**src/rtl/sd_emmc_controller_sdma_burst.sv**
```systemverilog
// SDMA burst engine: moves eMMC data blocks between the card-side FIFOs and system memory
// over an AXI-style master, honouring block size, 4 KiB pages and the SDMA buffer boundary.
//
//   state      | meaning
//   IDLE       | waiting for start
//   ADDR       | sizing the next burst, presenting AW or AR until accepted
//   DATA       | W beats (card->mem) or R beats (mem->card)
//   RESP       | waiting for the write response
//   BLK_CHECK  | block accounting, completion and boundary decision
//   BND_WAIT   | paused at a buffer boundary until a new system address arrives
//   DONE       | transfer finished, waiting for the data line to complete

module sd_emmc_controller_sdma_burst #(
    parameter int DATA_W    = 32,
    parameter int ADDR_W    = 32,
    parameter int BLKCNT_W  = 16,
    parameter int MAX_BURST = 16
) (
    input  logic                clock,
    input  logic                reset,
    input  logic                start,
    input  logic                dir,
    input  logic [11:0]         blk_size,
    input  logic [BLKCNT_W-1:0] blk_count,
    input  logic                blk_count_ena,
    input  logic [2:0]          buf_boundary,
    input  logic [ADDR_W-1:0]   init_sys_addr,
    input  logic                sys_addr_changed,
    input  logic                abort,
    input  logic [1:0]          int_clr,
    input  logic                xfer_compl,
    input  logic [9:0]          rd_fifo_count,
    output logic                rd_fifo_pop,
    input  logic [9:0]          wr_fifo_space,
    output logic                wr_fifo_push,
    output logic [ADDR_W-1:0]   awaddr,
    output logic [7:0]          awlen,
    output logic                awvalid,
    input  logic                awready,
    output logic                wvalid,
    input  logic                wready,
    output logic                wlast,
    input  logic                bvalid,
    output logic                bready,
    output logic [ADDR_W-1:0]   araddr,
    output logic [7:0]          arlen,
    output logic                arvalid,
    input  logic                arready,
    input  logic                rvalid,
    output logic                rready,
    input  logic                rlast,
    output logic [1:0]          dma_interrupts,
    output logic                busy,
    output logic [BLKCNT_W-1:0] blocks_done
);

    localparam int BYTES      = DATA_W / 8;
    localparam int LOG2_BYTES = $clog2(BYTES);
    localparam int WL_W       = 13;

    typedef enum logic [2:0] {
        S_IDLE,
        S_ADDR,
        S_DATA,
        S_RESP,
        S_BLK_CHECK,
        S_BND_WAIT,
        S_DONE
    } state_t;

    state_t              state_q, state_d;
    logic [ADDR_W-1:0]   addr_q, addr_d;
    logic [WL_W-1:0]     words_left_q, words_left_d;
    logic [WL_W-1:0]     words_per_blk_q, words_per_blk_d;
    logic [BLKCNT_W-1:0] blocks_done_q, blocks_done_d;
    logic [BLKCNT_W-1:0] blk_target_q, blk_target_d;
    logic                cnt_ena_q, cnt_ena_d;
    logic                dir_q, dir_d;
    logic [2:0]          boundary_q, boundary_d;
    logic [WL_W-1:0]     len_q, len_d;
    logic [WL_W-1:0]     beat_q, beat_d;
    logic [7:0]          axlen_q, axlen_d;
    logic                awvalid_q, awvalid_d;
    logic                arvalid_q, arvalid_d;
    logic                wvalid_q, wvalid_d;
    logic                wlast_q, wlast_d;
    logic                bready_q, bready_d;
    logic                rready_q, rready_d;
    logic [1:0]          int_q, int_d;
    logic                abort_pend_q, abort_pend_d;
    logic                busy_q, busy_d;

    logic [WL_W-1:0]     page_bytes, page_words, burst_l;
    logic [ADDR_W-1:0]   addr_next, bnd_mask;
    logic [1:0]          int_set;
    logic                fifo_ok, aw_hs, ar_hs, w_hs, r_hs, b_hs, beat_last, stop_req;

    // The beat count alone defines the end of a read burst; rlast is advisory.
    logic unused_rlast;
    assign unused_rlast = rlast;

    // Clip each burst to the block remainder and to the current 4 KiB page; since every
    // buffer boundary is a multiple of 4 KiB this also keeps bursts inside the boundary.
    always_comb begin
        page_bytes = WL_W'(13'h1000) - {1'b0, addr_q[11:0]};
        page_words = page_bytes >> LOG2_BYTES;
        burst_l    = WL_W'(MAX_BURST);
        if (words_left_q < burst_l) burst_l = words_left_q;
        if (page_words < burst_l)   burst_l = page_words;
    end

    assign fifo_ok   = dir_q ? ({3'b000, rd_fifo_count} >= burst_l)
                             : ({3'b000, wr_fifo_space} >= burst_l);
    assign aw_hs     = awvalid_q & awready;
    assign ar_hs     = arvalid_q & arready;
    assign w_hs      = wvalid_q & wready;
    assign r_hs      = rready_q & rvalid;
    assign b_hs      = bready_q & bvalid;
    assign beat_last = (beat_q == len_q - WL_W'(1));
    assign addr_next = addr_q + (ADDR_W'(len_q) << LOG2_BYTES);
    assign bnd_mask  = (ADDR_W'(13'h1000) << boundary_q) - ADDR_W'(1);
    assign stop_req  = abort | abort_pend_q;

    always_comb begin
        state_d         = state_q;
        addr_d          = addr_q;
        words_left_d    = words_left_q;
        words_per_blk_d = words_per_blk_q;
        blocks_done_d   = blocks_done_q;
        blk_target_d    = blk_target_q;
        cnt_ena_d       = cnt_ena_q;
        dir_d           = dir_q;
        boundary_d      = boundary_q;
        len_d           = len_q;
        beat_d          = beat_q;
        axlen_d         = axlen_q;
        awvalid_d       = awvalid_q;
        arvalid_d       = arvalid_q;
        wvalid_d        = wvalid_q;
        wlast_d         = wlast_q;
        bready_d        = bready_q;
        rready_d        = rready_q;
        abort_pend_d    = abort_pend_q;
        int_set         = 2'b00;

        case (state_q)
            S_IDLE: begin
                if (start && !abort) begin
                    addr_d          = init_sys_addr;
                    words_per_blk_d = WL_W'(blk_size / 12'(BYTES));
                    words_left_d    = WL_W'(blk_size / 12'(BYTES));
                    blocks_done_d   = '0;
                    blk_target_d    = (blk_count == '0) ? BLKCNT_W'(1) : blk_count;
                    cnt_ena_d       = blk_count_ena;
                    dir_d           = dir;
                    boundary_d      = buf_boundary;
                    abort_pend_d    = 1'b0;
                    state_d         = S_ADDR;
                end
            end
            S_ADDR: begin
                if (aw_hs || ar_hs) begin
                    awvalid_d    = 1'b0;
                    arvalid_d    = 1'b0;
                    beat_d       = '0;
                    abort_pend_d = abort;
                    state_d      = S_DATA;
                    if (dir_q) begin
                        wvalid_d = 1'b1;
                        wlast_d  = (len_q == WL_W'(1));
                    end else begin
                        rready_d = 1'b1;
                    end
                end else if (abort) begin
                    awvalid_d = 1'b0;
                    arvalid_d = 1'b0;
                    state_d   = S_IDLE;
                end else if (!awvalid_q && !arvalid_q && fifo_ok) begin
                    len_d     = burst_l;
                    axlen_d   = 8'(burst_l - WL_W'(1));
                    awvalid_d = dir_q;
                    arvalid_d = !dir_q;
                end
            end
            S_DATA: begin
                if (abort) abort_pend_d = 1'b1;
                if (dir_q) begin
                    if (w_hs) begin
                        beat_d = beat_q + WL_W'(1);
                        if (beat_last) begin
                            wvalid_d = 1'b0;
                            wlast_d  = 1'b0;
                            bready_d = 1'b1;
                            state_d  = S_RESP;
                        end else begin
                            wlast_d = (beat_q + WL_W'(2) == len_q);
                        end
                    end
                end else if (r_hs) begin
                    beat_d = beat_q + WL_W'(1);
                    if (beat_last) begin
                        rready_d     = 1'b0;
                        addr_d       = addr_next;
                        words_left_d = words_left_q - len_q;
                        state_d      = stop_req ? S_IDLE : S_BLK_CHECK;
                    end
                end
            end
            S_RESP: begin
                if (abort) abort_pend_d = 1'b1;
                if (b_hs) begin
                    bready_d     = 1'b0;
                    addr_d       = addr_next;
                    words_left_d = words_left_q - len_q;
                    state_d      = stop_req ? S_IDLE : S_BLK_CHECK;
                end
            end
            S_BLK_CHECK: begin
                if (stop_req) begin
                    state_d = S_IDLE;
                end else if (words_left_q != '0) begin
                    state_d = S_ADDR;
                end else begin
                    blocks_done_d = blocks_done_q + BLKCNT_W'(1);
                    words_left_d  = words_per_blk_q;
                    if (cnt_ena_q && (blocks_done_q + BLKCNT_W'(1) == blk_target_q)) begin
                        int_set[0] = 1'b1;
                        state_d    = S_DONE;
                    end else if ((addr_q & bnd_mask) == '0) begin
                        int_set[1] = 1'b1;
                        state_d    = S_BND_WAIT;
                    end else begin
                        state_d = S_ADDR;
                    end
                end
            end
            S_BND_WAIT: begin
                if (abort) begin
                    state_d = S_IDLE;
                end else if (sys_addr_changed) begin
                    addr_d  = init_sys_addr;
                    state_d = S_ADDR;
                end
            end
            S_DONE: begin
                if (xfer_compl || !dir_q) state_d = S_IDLE;
            end
            default: state_d = S_IDLE;
        endcase

        // A new event outranks a simultaneous clear of the same bit.
        int_d  = (int_q & ~int_clr) | int_set;
        busy_d = (state_d != S_IDLE);
    end

    always_ff @(posedge clock) begin
        if (reset) begin
            state_q         <= S_IDLE;
            addr_q          <= '0;
            words_left_q    <= '0;
            words_per_blk_q <= '0;
            blocks_done_q   <= '0;
            blk_target_q    <= '0;
            cnt_ena_q       <= 1'b0;
            dir_q           <= 1'b0;
            boundary_q      <= '0;
            len_q           <= '0;
            beat_q          <= '0;
            axlen_q         <= '0;
            awvalid_q       <= 1'b0;
            arvalid_q       <= 1'b0;
            wvalid_q        <= 1'b0;
            wlast_q         <= 1'b0;
            bready_q        <= 1'b0;
            rready_q        <= 1'b0;
            int_q           <= '0;
            abort_pend_q    <= 1'b0;
            busy_q          <= 1'b0;
        end else begin
            state_q         <= state_d;
            addr_q          <= addr_d;
            words_left_q    <= words_left_d;
            words_per_blk_q <= words_per_blk_d;
            blocks_done_q   <= blocks_done_d;
            blk_target_q    <= blk_target_d;
            cnt_ena_q       <= cnt_ena_d;
            dir_q           <= dir_d;
            boundary_q      <= boundary_d;
            len_q           <= len_d;
            beat_q          <= beat_d;
            axlen_q         <= axlen_d;
            awvalid_q       <= awvalid_d;
            arvalid_q       <= arvalid_d;
            wvalid_q        <= wvalid_d;
            wlast_q         <= wlast_d;
            bready_q        <= bready_d;
            rready_q        <= rready_d;
            int_q           <= int_d;
            abort_pend_q    <= abort_pend_d;
            busy_q          <= busy_d;
        end
    end

    assign awaddr         = addr_q;
    assign araddr         = addr_q;
    assign awlen          = axlen_q;
    assign arlen          = axlen_q;
    assign awvalid        = awvalid_q;
    assign arvalid        = arvalid_q;
    assign wvalid         = wvalid_q;
    assign wlast          = wlast_q;
    assign bready         = bready_q;
    assign rready         = rready_q;
    assign rd_fifo_pop    = w_hs;
    assign wr_fifo_push   = r_hs;
    assign dma_interrupts = int_q;
    assign busy           = busy_q;
    assign blocks_done    = blocks_done_q;

endmodule

```
**config.mk**
```make
export PLATFORM = sky130hd
export DESIGN_NAME = sd_emmc_controller_sdma_burst
export DESIGN_NICKNAME = d
export VERILOG_FILES = /design/src/rtl/sd_emmc_controller_sdma_burst.sv
export SDC_FILE = /design/constraint.sdc
export NUM_CORES = 1
export LEC_CHECK = 0
export ABC_AREA = 1
export CAP_MARGIN = 5
export CORE_UTILIZATION = 50
export CTS_CLUSTER_DIAMETER = 80
export CTS_CLUSTER_SIZE = 20
export DETAILED_ROUTE_END_ITERATION = 7
export MAX_ROUTING_LAYER = met4
export PLACE_DENSITY_LB_ADDON = 0.15
export SYNTH_ARGS = -nofsm -noshare
export SYNTH_HDL_FRONTEND = slang
export SYNTH_SLANG_ARGS = --single-unit
```
**constraint.sdc**
```tcl
create_clock -name clock -period 5.3 [get_ports clock]
set_input_delay 0.795 -clock clock [delete_from_list [all_inputs] [get_ports clock]]
set_output_delay 0.795 -clock clock [all_outputs]
set_load 0.02 [all_outputs]
```
# --- After elaboration in Yosys (flattened, before gate mapping) ---
# Cells that the tools add are included.
totals:
  regBits: 139
  in_bits: 99
  wordCells: 194
classes:
  bitwise_logic: 12
  shift: 1
  reduce_logical: 35
  muxes: 85
  magnitude_cmp: 4
  n_eq_ne: 27
  addsub: 9
ops:
  columns: ["operator", "n"]
  rows:
  - ["$mux W32", 7]
  - ["$mux W13", 13]
  - ["$pmux W32 S4", 1]
  - ["$mux W16", 4]
  - ["$pmux W13 S4", 1]
  - ["$mux W3", 17]
  - ["$add A32 B15 Y32", 1]
  - ["$and A32 B32 Y32", 1]
  - ["$logic_not A32 Y1", 1]
  - ["$pmux W16 S2", 1]
  - ["$shl A13 B3 Y32 const A", 1]
  - ["$sub A32 B1 Y32 const B", 1]
  - ["$mux W1", 31]
  - ["$ne A2 B2 Y1 const B", 14]
  - ["$eq A13 B13 Y1", 2]
  - ["$ge A10 B13 Y1", 2]
  - ["$pmux W13 S2", 1]
  - ["$pmux W3 S7", 1]
  - ["$add A16 B1 Y16 const B", 1]
  - ["$eq A16 B16 Y1", 1]
  - ["$logic_not A16 Y1", 1]
  - ["$reduce_and A4 Y1", 4]
  - ["$reduce_and A8 Y1", 2]
  - ["$add A13 B1 Y13 const B", 1]
  - ["other kinds (34)", 63]

# --- Longest topological paths before layout ---
depth:
  word_depth: 10
  ltp_mapped: 35
  depth_no_buf: 34

# --- Worst setup path before layout ---
# OpenSTA, ideal clock, no wires.
synth_timing:
  path_type: "reg2reg"
  start: "reg addr_q[1] (netlist: araddr[1])"
  end: "reg axlen_q[7] (netlist: arlen[7])"
  t_required_ns: 5.187
  t_arrival_ns: 4.005
  stages_incl_launch_ff: 33
  setup_time_ns: 0.113
  period_less_slack_ns: 4.118
  slack_ns: 1.182
  path_cell_list: "dfxtp_1 -> nor2_2 -> nand3_2 -> nor2_4 -> nand2_1 -> nor2_1 -> inv_2 -> or2_4 -> nor2_8 -> inv_1 -> nand2_1 -> inv_1 -> ha_1 -> a21o_1 -> nor2_2 -> nand2_4 -> buf_2 -> o21ai_1 -> inv_1 -> ha_1 -> nand2_1 -> inv_1 -> a21boi_0 -> nand2_1 -> nand2_1 -> nand3_1 -> nor2_2 -> nor2_4 -> nand2_8 -> inv_6 -> buf_12 -> nor2_1 -> nor2_1"
synth_via:
  elab_chain_len: 7
  elab_cells_between_ends: 9
  classes_between: "add/sub (2); order compare (3); mux (2); reduce/logical (2)"
synth_lines:
  columns: ["element", "line_no", "text"]
  rows:
  - ["from (decl)", "72", "logic [ADDR_W-1:0] addr_q, addr_d;"]
  - ["from (signal assigned)", "281", "addr_q <= addr_d;"]
  - ["$sub A13 B12 Y13 (*)", "105", "page_bytes = WL_W'(13'h1000) - {1'b0, addr_q[11:0]};"]
  - ["$lt A11 B13 Y1", "109", "if (page_words < burst_l) burst_l = page_words;"]
  - ["$mux W13 (*)", "109", null]
  - ["$ge A10 B13 Y1, on equally long branches", "113, 112", null]
  - ["$mux W1", "112", "assign fifo_ok = dir_q ? ({3'b000, rd_fifo_count} >= burst_l)"]
  - ["$logic_and A1 B1 Y1", "178", "end else if (!awvalid_q && !arvalid_q && fifo_ok) begin"]
  - ["$reduce_and A4 Y1 (no line)", null, null]
  - ["to (signal assigned)", "291", "axlen_q <= axlen_d;"]
  - ["to (decl)", "82", "logic [7:0] axlen_q, axlen_d;"]
# Mark *: on every way between the ends. The rest lies on a longest branch, timed or not.
# A chain may end at the register's enable or synchronous reset.

# --- Worst setup path in the final report ---
layout_timing:
  start: "reg addr_q[1] (netlist: araddr[1])"
  end: "reg axlen_q[1] (netlist: arlen[1])"
# The elaborated chain is that of the path after synthesis.

==> impl_metrics.csv <==
group,metric,value,unit
setup_path,reg2reg_from,"araddr[1]",
pwr,ir_drop,0.000265,V
setup_path,crit_start,"araddr[1]",
floorplanning,die_h,145,um
sta,finalCritPeriodShare,0.888,
setup_path,crit_required,5620,ps
yosys,synth_area,0.0102,sq mm
yosys,synthArstFlopShare,0,
setup_path,setup.worst_path.end_class,"flip-flop",
cts,hold_buffers,0,
finish,final_cell_mix,"nand2_1 (300), clkdlybuf4s50_1 (201), inv_1 (181)",
floorplanning,die_w,145,um
setup_path,crit_arrival,5030,ps
yosys,syn_inst,1542,
place,io_buffers,202,
cts,postCtsSetupBuffers,0,
sta,whs,461,ps
floorplanning,row_count,51,
pwr,p_leak,0.00536,uW
cts,path_clk_slew,70,ps
cts,cts_made_buffers,17,
sta,worstMarginPinSlew,1070,ps
global_routing,grt_start_max_net_pins,75,
route,drt_iter0_drc,604,
setup_path,worstSetupEndpoint,"arlen[1]",
global_routing,track_usage,0.288,
finish,final_nets,1852,
floorplanning,core-area,0.0197,sq mm
sta,final_max_slew_viol_count,0,
global_routing,grt_pass1_wl,46100,um
floorplanning,io_pins,206,
pwr,switching_share,0.427,
min_path,hp-class,"reg2reg",
yosys,synth_edf_count,0,
setup_path,r2r_cells,33,
setup_path,slowest_delay,360,ps
setup_path,crit_cells,33,
global_routing,antenna_found_initial,0,
cts,insertion_delay,430,ps
pwr,p_clk_frac,0.254,
setup_path,start_kind,"flip-flop",
setup_path,crit_family,"simple AND/OR/NAND/NOR gates",
cts,clk_path_buf_depth,2,
finish,diodes,0,
pwr,comb_power_share,0.486,
sta,rsz0062_at_grt,"no",
cts,cts_tree,"done",
sta,setup_viol,0,
sta,hold_viol,0,
pwr,seq_power_share,0.260,
setup_path,crit_buf_inv,7,
yosys,synth.avg_cell_area,6.62,sq um
setup_path,cp_slowest_cell,"dfxtp_1",
place,gp_congestion,0.962,
sta,fin_crit,4710,ps
pwr,p_per_area,396,mW/mm^2
sta,slew_headroom,0.287,
cts,h-tree-depth,4,
finish,area.growth.synth_to_final,24.9,%
cts,cts_resized,0,
pwr,p_sw,2150,uW
flow_run,max-cap-violations,0,
floorplanning,die_area,0.0210,sq mm
route,wirelength,28900,um
setup_path,path_max_fanout,19,
global_routing,overflow,0,
setup_path,timing.rr.end,"arlen[1]",
sta,tns,0,ps
pwr,report.power.total,5050,uW
route,firstDrtPassIters,5,
route,drc_errors,0,
setup_path,r2r_setup_slack,590,ps
sta,clock_skew,11.0,ps
yosys,ys_seq_area_frac,0.273,
cts,clock-sinks,139,
setup_path,crit_top_cell,"nand2_1",
finish,final_common_cell,"nand2_1",
place,place_hpwl,21700,um
pwr,power.internal,2890,uW
route,final_antenna_net_count,0,
route,num_vias,10500,
floorplanning,start_util,0.518,
cts,clockRootBuffer,"clkbuf_16",
route,via_per_inst,5.35,
yosys,ys_warn_count,0,
yosys,synth_cell_types,65,
finish,nFillCells,1841,
status,status,"finished clean",
route,wire_per_inst,14.7,um
yosys,ys_ff_latch,139,
finish,drive_gt1_frac,0.0581,
yosys,synthFlopType,"dfxtp_1",
setup_path,path_class,"reg2reg",
sta,max_clock_freq,212,MHz
global_routing,grt_pass1_vias,9646,
power by group through the flow:
| stage | clock network (uW) | registers [uW] | logic (uW) |
|---|---|---|---|
| after global placement | 0 | 1330 | 2380 |
| after detailed placement | 0 | 1330 | 2430 |
| after global routing | 1340 | 1330 | 2730 |
| final | 1280 | 1310 | 2450 |
| after floorplan | 0 | 1360 | 1730 |
| after CTS | 1290 | 1310 | 2450 |
sequential cells by signal, indices dropped and copies added (netlist names), 2 cells and up:
name	cells
boundary_q	3
state_q	3
len_q	13
blk_target_q	16
arlen	8
blocks_done	16
dma_interrupts	2
words_left_q	13
araddr	32
words_per_blk_q	10
beat_q	13
worst min-delay path by stage:
stage,startpoint,endpoint,slack (ps),depth (start not counted)
2_1_floorplan,words_per_blk_q[1],words_per_blk_q[1],420,2
3_3_place_gp,words_per_blk_q[1],words_per_blk_q[1],440,2
3_5_place_dp,words_per_blk_q[9],words_per_blk_q[9],450,2
4_1_cts,words_per_blk_q[0],words_per_blk_q[0],460,2
5_1_grt,dma_interrupts[0],dma_interrupts[0],490,2
6_report,words_per_blk_q[0],words_per_blk_q[0],460,2
per-stage QoR:
stage | std cells | worst slack, ps | instance area [sq um] | utilization
after global placement | 1938 | 689 | 12100 | 0.615
final | 1970 | 594 | 12700 | 0.646
after detailed placement | 1938 | 606 | 12100 | 0.615
after global routing | 1970 | 188 | 12700 | 0.646
after floorplan | 1547 | 1180 | 10200 | -
after CTS | 1970 | 573 | 12700 | 0.646
logic make-up (layout without fill, tap and decap cells):
| family | Yosys count | count (layout) | synth area share |
|---|---|---|---|
| flip-flops | 139 | 139 | 0.273 |
| XOR/XNOR | 62 | 62 | 0.0539 |
| AND/OR/NAND/NOR | 651 | 651 | 0.285 |
| buffers and inverters | 277 | 435 | 0.122 |
| adder cells (fa/ha/maj) | 61 | 61 | 0.0763 |
| other | 1 | 6 | 0.000367 |
| AO/OA/AOI/OAI | 351 | 351 | 0.189 |
final cells by class:
type / instances / area (sq um) / share of cell area
flip-flops and latches: 139 / 2780 / 0.218
repair buffers: 209 / 2070 / 0.162
multi-input cells: 1131 / 6190 / 0.486
inverters: 194 / 738 / 0.0579
clock inverters: 12 / 159 / 0.0125
well taps: 265 / 332 / 0.0260
clock buffers: 20 / 467 / 0.0366
cells in the mapped netlist, types with 8 or more instances:
cell type	n	area [sq um]
nand3_1	65	325
or2_2	8	50.1
nand2_1	300	1130
o211ai_1	10	75.1
o21ai_0	76	380
xor2_1	43	377
dfxtp_1	139	2780
nand4_1	32	200
nor3_1	30	150
ha_1	59	738
inv_1	182	683
nor2_2	10	62.6
clkbuf_1	29	109
buf_4	44	330
a31oi_1	10	62.6
o21ai_1	41	205
xnor2_1	18	158
a21oi_1	168	841
nor4_1	13	81.3
nor2_1	159	597
inv_2	8	30.0
per-layer routing:
| metal | global-route usage | vias up | part of all wire | wire length [um] |
|---|---|---|---|---|
| met5 | - | - | 0 | 0 |
| met4 | 0.0981 | 0 | 0.022 | 641 |
| met3 | 0.0520 | 44 | 0.063 | 1810 |
| met2 | 0.481 | 326 | 0.47 | 13700 |
| met1 | 0.350 | 4795 | 0.44 | 12700 |
| li1 | - | 5381 | - | - |
worst min-delay path: cells and delay by family, from the launching register on:
family          cells  cell delay (ps)
flops               1              290
buf+inv             1               60
compound gates      1               60
No activity file was read; power rests on OpenSTA's default activity.
